`src/rtl/alu_seq.sv`:
```
// ---------------------------------------------------------------------------
// alu_seq
//   Registered, parametrised ALU with a valid/ready request handshake, an
//   accumulator operand, a selectable overflow policy and a multi-cycle
//   signed shift-add multiplier. Result and flags are registered and held
//   until the next operation completes.
//
// Parameters
//   WIDTH     operand/result width in bits (>= 2)
//   SAT_MODE  overflow policy for ADD/SUB/MUL: 0 = result 0, 1 = saturate
//
// Ports
//   i_clk, i_rst        clock, synchronous active-high reset
//   i_valid / o_ready   request handshake; o_ready is high only in IDLE
//   i_op                opcode (0 ADD, 1 SUB, 2 NOT, 3 AND, 4 OR, 5 XOR,
//                       6 MAX, 7 EQU, 8 MUL, 9-15 reserved)
//   i_use_acc           1: operand A is the accumulator, 0: operand A is i_a
//   i_a, i_b            signed operands
//   o_valid             one-cycle pulse when result/flags were just updated
//   o_result, o_*       registered result and flags
// ---------------------------------------------------------------------------
module alu_seq #(
    parameter int WIDTH    = 4,
    parameter bit SAT_MODE = 1'b0
) (
    input  logic             i_clk,
    input  logic             i_rst,
    input  logic             i_valid,
    output logic             o_ready,
    input  logic [3:0]       i_op,
    input  logic             i_use_acc,
    input  logic [WIDTH-1:0] i_a,
    input  logic [WIDTH-1:0] i_b,
    output logic             o_valid,
    output logic [WIDTH-1:0] o_result,
    output logic             o_carry,
    output logic             o_overflow,
    output logic             o_zero,
    output logic             o_neg,
    output logic             o_max,
    output logic             o_equ,
    output logic             o_err
);

    localparam int W2    = 2 * WIDTH;
    localparam int CNT_W = $clog2(WIDTH);

    localparam logic [0:0] ST_IDLE = 1'b0;
    localparam logic [0:0] ST_MUL  = 1'b1;

    localparam logic [3:0] OP_ADD = 4'd0;
    localparam logic [3:0] OP_SUB = 4'd1;
    localparam logic [3:0] OP_NOT = 4'd2;
    localparam logic [3:0] OP_AND = 4'd3;
    localparam logic [3:0] OP_OR  = 4'd4;
    localparam logic [3:0] OP_XOR = 4'd5;
    localparam logic [3:0] OP_MAX = 4'd6;
    localparam logic [3:0] OP_EQU = 4'd7;
    localparam logic [3:0] OP_MUL = 4'd8;

    localparam logic [WIDTH-1:0] SMAX = {1'b0, {(WIDTH-1){1'b1}}};
    localparam logic [WIDTH-1:0] SMIN = {1'b1, {(WIDTH-1){1'b0}}};

    // State
    logic [0:0]       state_q, state_d;
    logic [WIDTH-1:0] acc_q;
    logic [W2-1:0]    prod_q;
    logic [W2-1:0]    mcand_q;
    logic [WIDTH-1:0] mplier_q;
    logic [CNT_W-1:0] cnt_q;

    logic             valid_q;
    logic [WIDTH-1:0] result_q;
    logic             carry_q, ovf_q, zero_q, neg_q, max_q, equ_q, err_q;

    // Datapath
    logic [WIDTH-1:0] op_a;
    logic [WIDTH:0]   add_u, sub_u, sum_s, diff_s;
    logic             accept, mul_last, complete;
    logic [W2-1:0]    addend, prod_nxt;

    logic [WIDTH-1:0] raw_res, fin_res;
    logic             raw_carry, raw_ovf, raw_tneg, raw_max, raw_equ, raw_err;

    assign o_ready = (state_q == ST_IDLE);
    assign accept  = i_valid && o_ready;
    assign op_a    = i_use_acc ? acc_q : i_a;

    // Unsigned (W+1)-bit sums give carry-out; sign-extended sums give the
    // true sign of the unbounded result for overflow and saturation.
    assign add_u  = {1'b0, op_a} + {1'b0, i_b};
    assign sub_u  = {1'b0, op_a} + {1'b0, ~i_b} + {{WIDTH{1'b0}}, 1'b1};
    assign sum_s  = {op_a[WIDTH-1], op_a} + {i_b[WIDTH-1], i_b};
    assign diff_s = {op_a[WIDTH-1], op_a} - {i_b[WIDTH-1], i_b};

    // Signed shift-add multiply: the MSB of the multiplier carries weight
    // -2^(WIDTH-1), so the final partial product is subtracted.
    assign mul_last = (cnt_q == CNT_W'(WIDTH - 1));
    assign addend   = mplier_q[0] ? mcand_q : '0;
    assign prod_nxt = mul_last ? (prod_q - addend) : (prod_q + addend);

    assign complete = (accept && (i_op != OP_MUL)) || ((state_q == ST_MUL) && mul_last);

    // NOTE: every variable written in a combinational block gets a default
    // first, so no path leaves it unassigned and no latch is inferred.
    always_comb begin
        raw_res   = '0;
        raw_carry = 1'b0;
        raw_ovf   = 1'b0;
        raw_tneg  = 1'b0;
        raw_max   = 1'b0;
        raw_equ   = 1'b0;
        raw_err   = 1'b0;
        if (state_q == ST_MUL) begin
            raw_res  = prod_nxt[WIDTH-1:0];
            raw_ovf  = (prod_nxt[W2-1:WIDTH-1] != {(WIDTH+1){prod_nxt[W2-1]}});
            raw_tneg = prod_nxt[W2-1];
        end else begin
            case (i_op)
                OP_ADD: begin
                    raw_res   = add_u[WIDTH-1:0];
                    raw_carry = add_u[WIDTH];
                    raw_ovf   = sum_s[WIDTH] ^ sum_s[WIDTH-1];
                    raw_tneg  = sum_s[WIDTH];
                end
                OP_SUB: begin
                    raw_res   = sub_u[WIDTH-1:0];
                    raw_carry = sub_u[WIDTH];
                    raw_ovf   = diff_s[WIDTH] ^ diff_s[WIDTH-1];
                    raw_tneg  = diff_s[WIDTH];
                end
                OP_NOT: raw_res = ~op_a;
                OP_AND: raw_res = op_a & i_b;
                OP_OR:  raw_res = op_a | i_b;
                OP_XOR: raw_res = op_a ^ i_b;
                OP_MAX: begin
                    raw_max = ($signed(op_a) > $signed(i_b));
                    raw_res = raw_max ? op_a : i_b;
                end
                OP_EQU: begin
                    raw_equ = (op_a == i_b);
                    raw_res = WIDTH'(raw_equ);
                end
                OP_MUL: raw_res = '0;  // completes later from the MUL state
                default: raw_err = 1'b1;
            endcase
        end

        fin_res = raw_res;
        if (raw_ovf) begin
            fin_res = SAT_MODE ? (raw_tneg ? SMIN : SMAX) : '0;
        end
    end

    always_comb begin
        state_d = state_q;
        case (state_q)
            ST_IDLE: if (accept && (i_op == OP_MUL)) state_d = ST_MUL;
            ST_MUL:  if (mul_last) state_d = ST_IDLE;
            default: state_d = ST_IDLE;
        endcase
    end

    // NOTE: sequential state uses non-blocking assignments so every register
    // samples the pre-edge values, independent of statement order.
    always_ff @(posedge i_clk) begin
        if (i_rst) begin
            state_q  <= ST_IDLE;
            acc_q    <= '0;
            prod_q   <= '0;
            mcand_q  <= '0;
            mplier_q <= '0;
            cnt_q    <= '0;
            valid_q  <= 1'b0;
            result_q <= '0;
            carry_q  <= 1'b0;
            ovf_q    <= 1'b0;
            zero_q   <= 1'b0;
            neg_q    <= 1'b0;
            max_q    <= 1'b0;
            equ_q    <= 1'b0;
            err_q    <= 1'b0;
        end else begin
            state_q <= state_d;
            valid_q <= complete;

            if (complete) begin
                result_q <= fin_res;
                acc_q    <= fin_res;
                carry_q  <= raw_carry;
                ovf_q    <= raw_ovf;
                zero_q   <= (fin_res == '0);
                neg_q    <= fin_res[WIDTH-1];
                max_q    <= raw_max;
                equ_q    <= raw_equ;
                err_q    <= raw_err;
            end

            if ((state_q == ST_IDLE) && accept && (i_op == OP_MUL)) begin
                prod_q   <= '0;
                mcand_q  <= {{WIDTH{op_a[WIDTH-1]}}, op_a};
                mplier_q <= i_b;
                cnt_q    <= '0;
            end else if (state_q == ST_MUL) begin
                prod_q   <= prod_nxt;
                mcand_q  <= mcand_q << 1;
                mplier_q <= mplier_q >> 1;
                cnt_q    <= cnt_q + CNT_W'(1);
            end
        end
    end

    assign o_valid    = valid_q;
    assign o_result   = result_q;
    assign o_carry    = carry_q;
    assign o_overflow = ovf_q;
    assign o_zero     = zero_q;
    assign o_neg      = neg_q;
    assign o_max      = max_q;
    assign o_equ      = equ_q;
    assign o_err      = err_q;

endmodule

```
`config.mk`:
```
export PLATFORM = sky130hd
export DESIGN_NAME = alu_seq
export DESIGN_NICKNAME = d
export VERILOG_FILES = /design/src/rtl/alu_seq.sv
export SDC_FILE = /design/constraint.sdc
export NUM_CORES = 1
export LEC_CHECK = 0
export ABC_AREA = 1
export BUFFER_PORTS_ARGS = -buffer_cell sky130_fd_sc_hd__buf_4
export CAP_MARGIN = 20
export CORE_MARGIN = 10
export CORE_UTILIZATION = 45
export DETAILED_ROUTE_END_ITERATION = 8
export PLACE_DENSITY = 0.71
export SYNTH_ARGS = -nofsm -noshare
export SYNTH_HDL_FRONTEND = slang
export SYNTH_SLANG_ARGS = --single-unit
export TNS_END_PERCENT = 30
```
`constraint.sdc`:
```
create_clock -name i_clk -period 3.7 [get_ports i_clk]
set_input_delay 0.37 -clock i_clk [delete_from_list [all_inputs] [get_ports i_clk]]
set_output_delay 0.37 -clock i_clk [all_outputs]
set_load 0.1 [all_outputs]
```
==> reports/metrics.csv <==
metric,value,unit
outcome,"finished, final reports clean",
RD Place Congestion,0.933,
met2 WL post-DR,3.46,mm
Core Rows,29,
WL met3,394,um
GRT Total Usage,0.153,
"antenna viol nets, final",0,
Max Used Layer,met4,
synth top area cells,"dfxtp_1 (23%), nand2_1 (18%), ha_1 (9.0%)",
Net Sw Frac,0.349,
Clock power frac,0.340,
Initial DRT Pass Iterations,6,
vias in the first global route,2833,
maximum buffer depth of the clock tree,2,
antenna violations before repair,0,
TritonCTS Buffers,5,
Startpoint Class,register,
Worst Hold Path Cells,2,
"area leader, netlist",dfxtp_1,
Post-Syn Area,0.00291,mm2
final instance area,0.00327,mm2
final setup fails,0,
root buffer cell,clkbuf_8,
P per Cell Area,311,mW/mm2
first-pass GRT wire length,12.9,mm
R2R depth,22,
Core Footprint,0.00631,mm2
Port Buffers,28,
Post-Place Worst Slack,0.652,ns
Worst EP required,3.88,ns
Reg2Reg Setup Slack,0.60,ns
residual DRC count,0,
sequential share of power,0.377,
drt via density,5.08,
worst min path class,in -> reg,
Synthesized Nets,509,
final worst slack,0.601,ns
hold_ws,0.336,ns
chip height,100,um
Post-Syn Instances,469,
capture point of the worst reg-to-reg path,o_zero,
# diodes,0,
Slew headroom,0.595,
syn avg cell area,6.20,um2
grt total ovfl,0,
layout cells sized above 1,0.149,
Die Area,0.0101,mm2
crit end category,register,
RSZ-0062 raised after global routing,false,
Post-CTS Resized,0,
Tcrit/Tclk final,0.838,
CTS Hold Bufs,0,
Crit path arrival time,3.28,ns
worst slew pin tran,0.606,ns
# nets final,535,
Sink Count,34,
max-slew violation count,0,
Worst-Skew Late Latency,0.29,ns
placed insts,565,
P&R area growth vs syn,12.7,%
Routed WL per cell,13.0,um
Total Wirelength,7.43,mm
"count leader, synth",nand2_1,
Tmin final,3.10,ns
Initial Util,0.460,
Starting DRT DRC Count,172,
asr flop ratio synth,0,
Synth Warn #,0,
worst hold start,i_rst,
Int Pwr,0.663,mW
Synth cell types,36,
Lkg Pwr,1.73,nW
via count,2911,
Switch Pwr,0.355,mW
CTS tree,done,
Post CTS Setup Buffer Count,0,
Critical R2R Launch,mplier_q[0],
Fmax,323,MHz
DP HPWL,6.01,mm
CP Class,reg -> reg,
# H-tree levels,2,
die width,100,um
Synth top area share,0.234,
Final Instance Count excl. Fillers,573,
CP max FO,10,
most frequent cells after synthesis,"nand2_1 (141), inv_1 (69), nand3_1 (44)",
setup_tns,0,ns
Max Cap Viol,0,
Final Hold Fails,0,
clk slew on worst S/H paths,0.08,ns
Most used DFF post-synth,dfxtp_1,
Worst IR Drop VDD,0.284,mV
Area after DPL,0.00316,mm2
synthesized flop and latch total,34,
Util after Layout,0.519,
final clock skew,0.00826,ns
I/O pins,29,
sequential-to-total area share from yosys stat,0.234,
"EDFF count, synth",0,
Worst Hold End,o_carry,
largest net degree at the start of global routing,22,
Comb power frac,0.283,
Total Power,1.02,mW
met1 WL,3.46,mm
critical path: stages, from the launching register on:
cell and delay [ns]:
dfxtp_1 0.57, nand2_2 0.13, ha_1 0.23, nand2_1 0.08
nor2_1 0.05, a21oi_1 0.15, xnor2_1 0.15, inv_1 0.06
ha_1 0.33, nand2_1 0.10, inv_1 0.04, nand2_1 0.09
nand2_1 0.06, a21oi_1 0.18, nand3_1 0.10, nand2_1 0.11
nand2_1 0.07, nand3_2 0.13, nand3_1 0.11, nand3_1 0.10
nor2_1 0.04, nor2_1 0.08, nor2_1 0.04
metal layers:
metal  vias up  global-route usage
met2        66               0.258
met5         -                   0
li1       1538                   -
met1      1292               0.190
met4         0              0.0391
met3        15              0.0357
power by group through the flow:
stage          logic (mW)  clock network [mW]  registers [mW]
6_report            0.289               0.346           0.384
5_1_grt             0.320               0.368           0.385
4_1_cts             0.287               0.352           0.384
3_3_place_gp        0.283                   0           0.392
2_1_floorplan       0.171                   0           0.442
3_5_place_dp        0.286                   0           0.393
cell families after synthesis:
kind of cell | Yosys count | synth area share
simple gates | 251 | 0.386
buf+inv | 90 | 0.124
compound gates | 61 | 0.118
flops | 34 | 0.234
fa+ha+maj | 24 | 0.111
xor+xnor | 9 | 0.0271
final cells by class:
| type | count | area, um2 |
|---|---|---|
| fillers | 636 | 3040 |
| multi-input cells | 345 | 1870 |
| flip-flops and latches | 34 | 681 |
| inverters | 80 | 300 |
| repair buffers | 29 | 218 |
| well taps | 77 | 96.3 |
| clock buffers | 5 | 68.8 |
| clock inverters | 3 | 45.0 |
flip-flops by register name (all words and copies together), names as in the netlist:
register,cells
mcand_q,8
cnt_q,2
o_err,1
o_valid,1
prod_q,8
o_equ,1
o_result,4
o_carry,1
state_q,1
o_overflow,1
o_zero,1
o_max,1
mplier_q,4
how the worst max path moves through the flow:
stage	from	to	slack, ns	cells past startpoint
finish	mplier_q[0]	o_zero	0.60	22
global route	mplier_q[0]	o_zero	0.26	22
CTS	mplier_q[0]	o_zero	0.63	20
detailed placement	mplier_q[0]	o_zero	0.65	20
global placement	mplier_q[0]	o_zero	0.72	22
floorplan	o_result[1]	o_zero	0.92	18
layout by cell type (no fill, tap or decap), drive strengths merged:
cell        n
nand2     154
inv        80
nand3      47
dfxtp      34
nor2       30
buf        29
o21ai      27
a21oi      25
ha         21
nand4      10
xor2        5
clkbuf      5
nor3        5
xnor2       4
or2         4
fa          3
a211oi      2
o211ai      2
clkinvlp    2
nand3b      1
a21o        1
o31ai       1
a221o       1
o22ai       1
o221ai      1
bufinv      1
(Power assumes the default switching activity.)
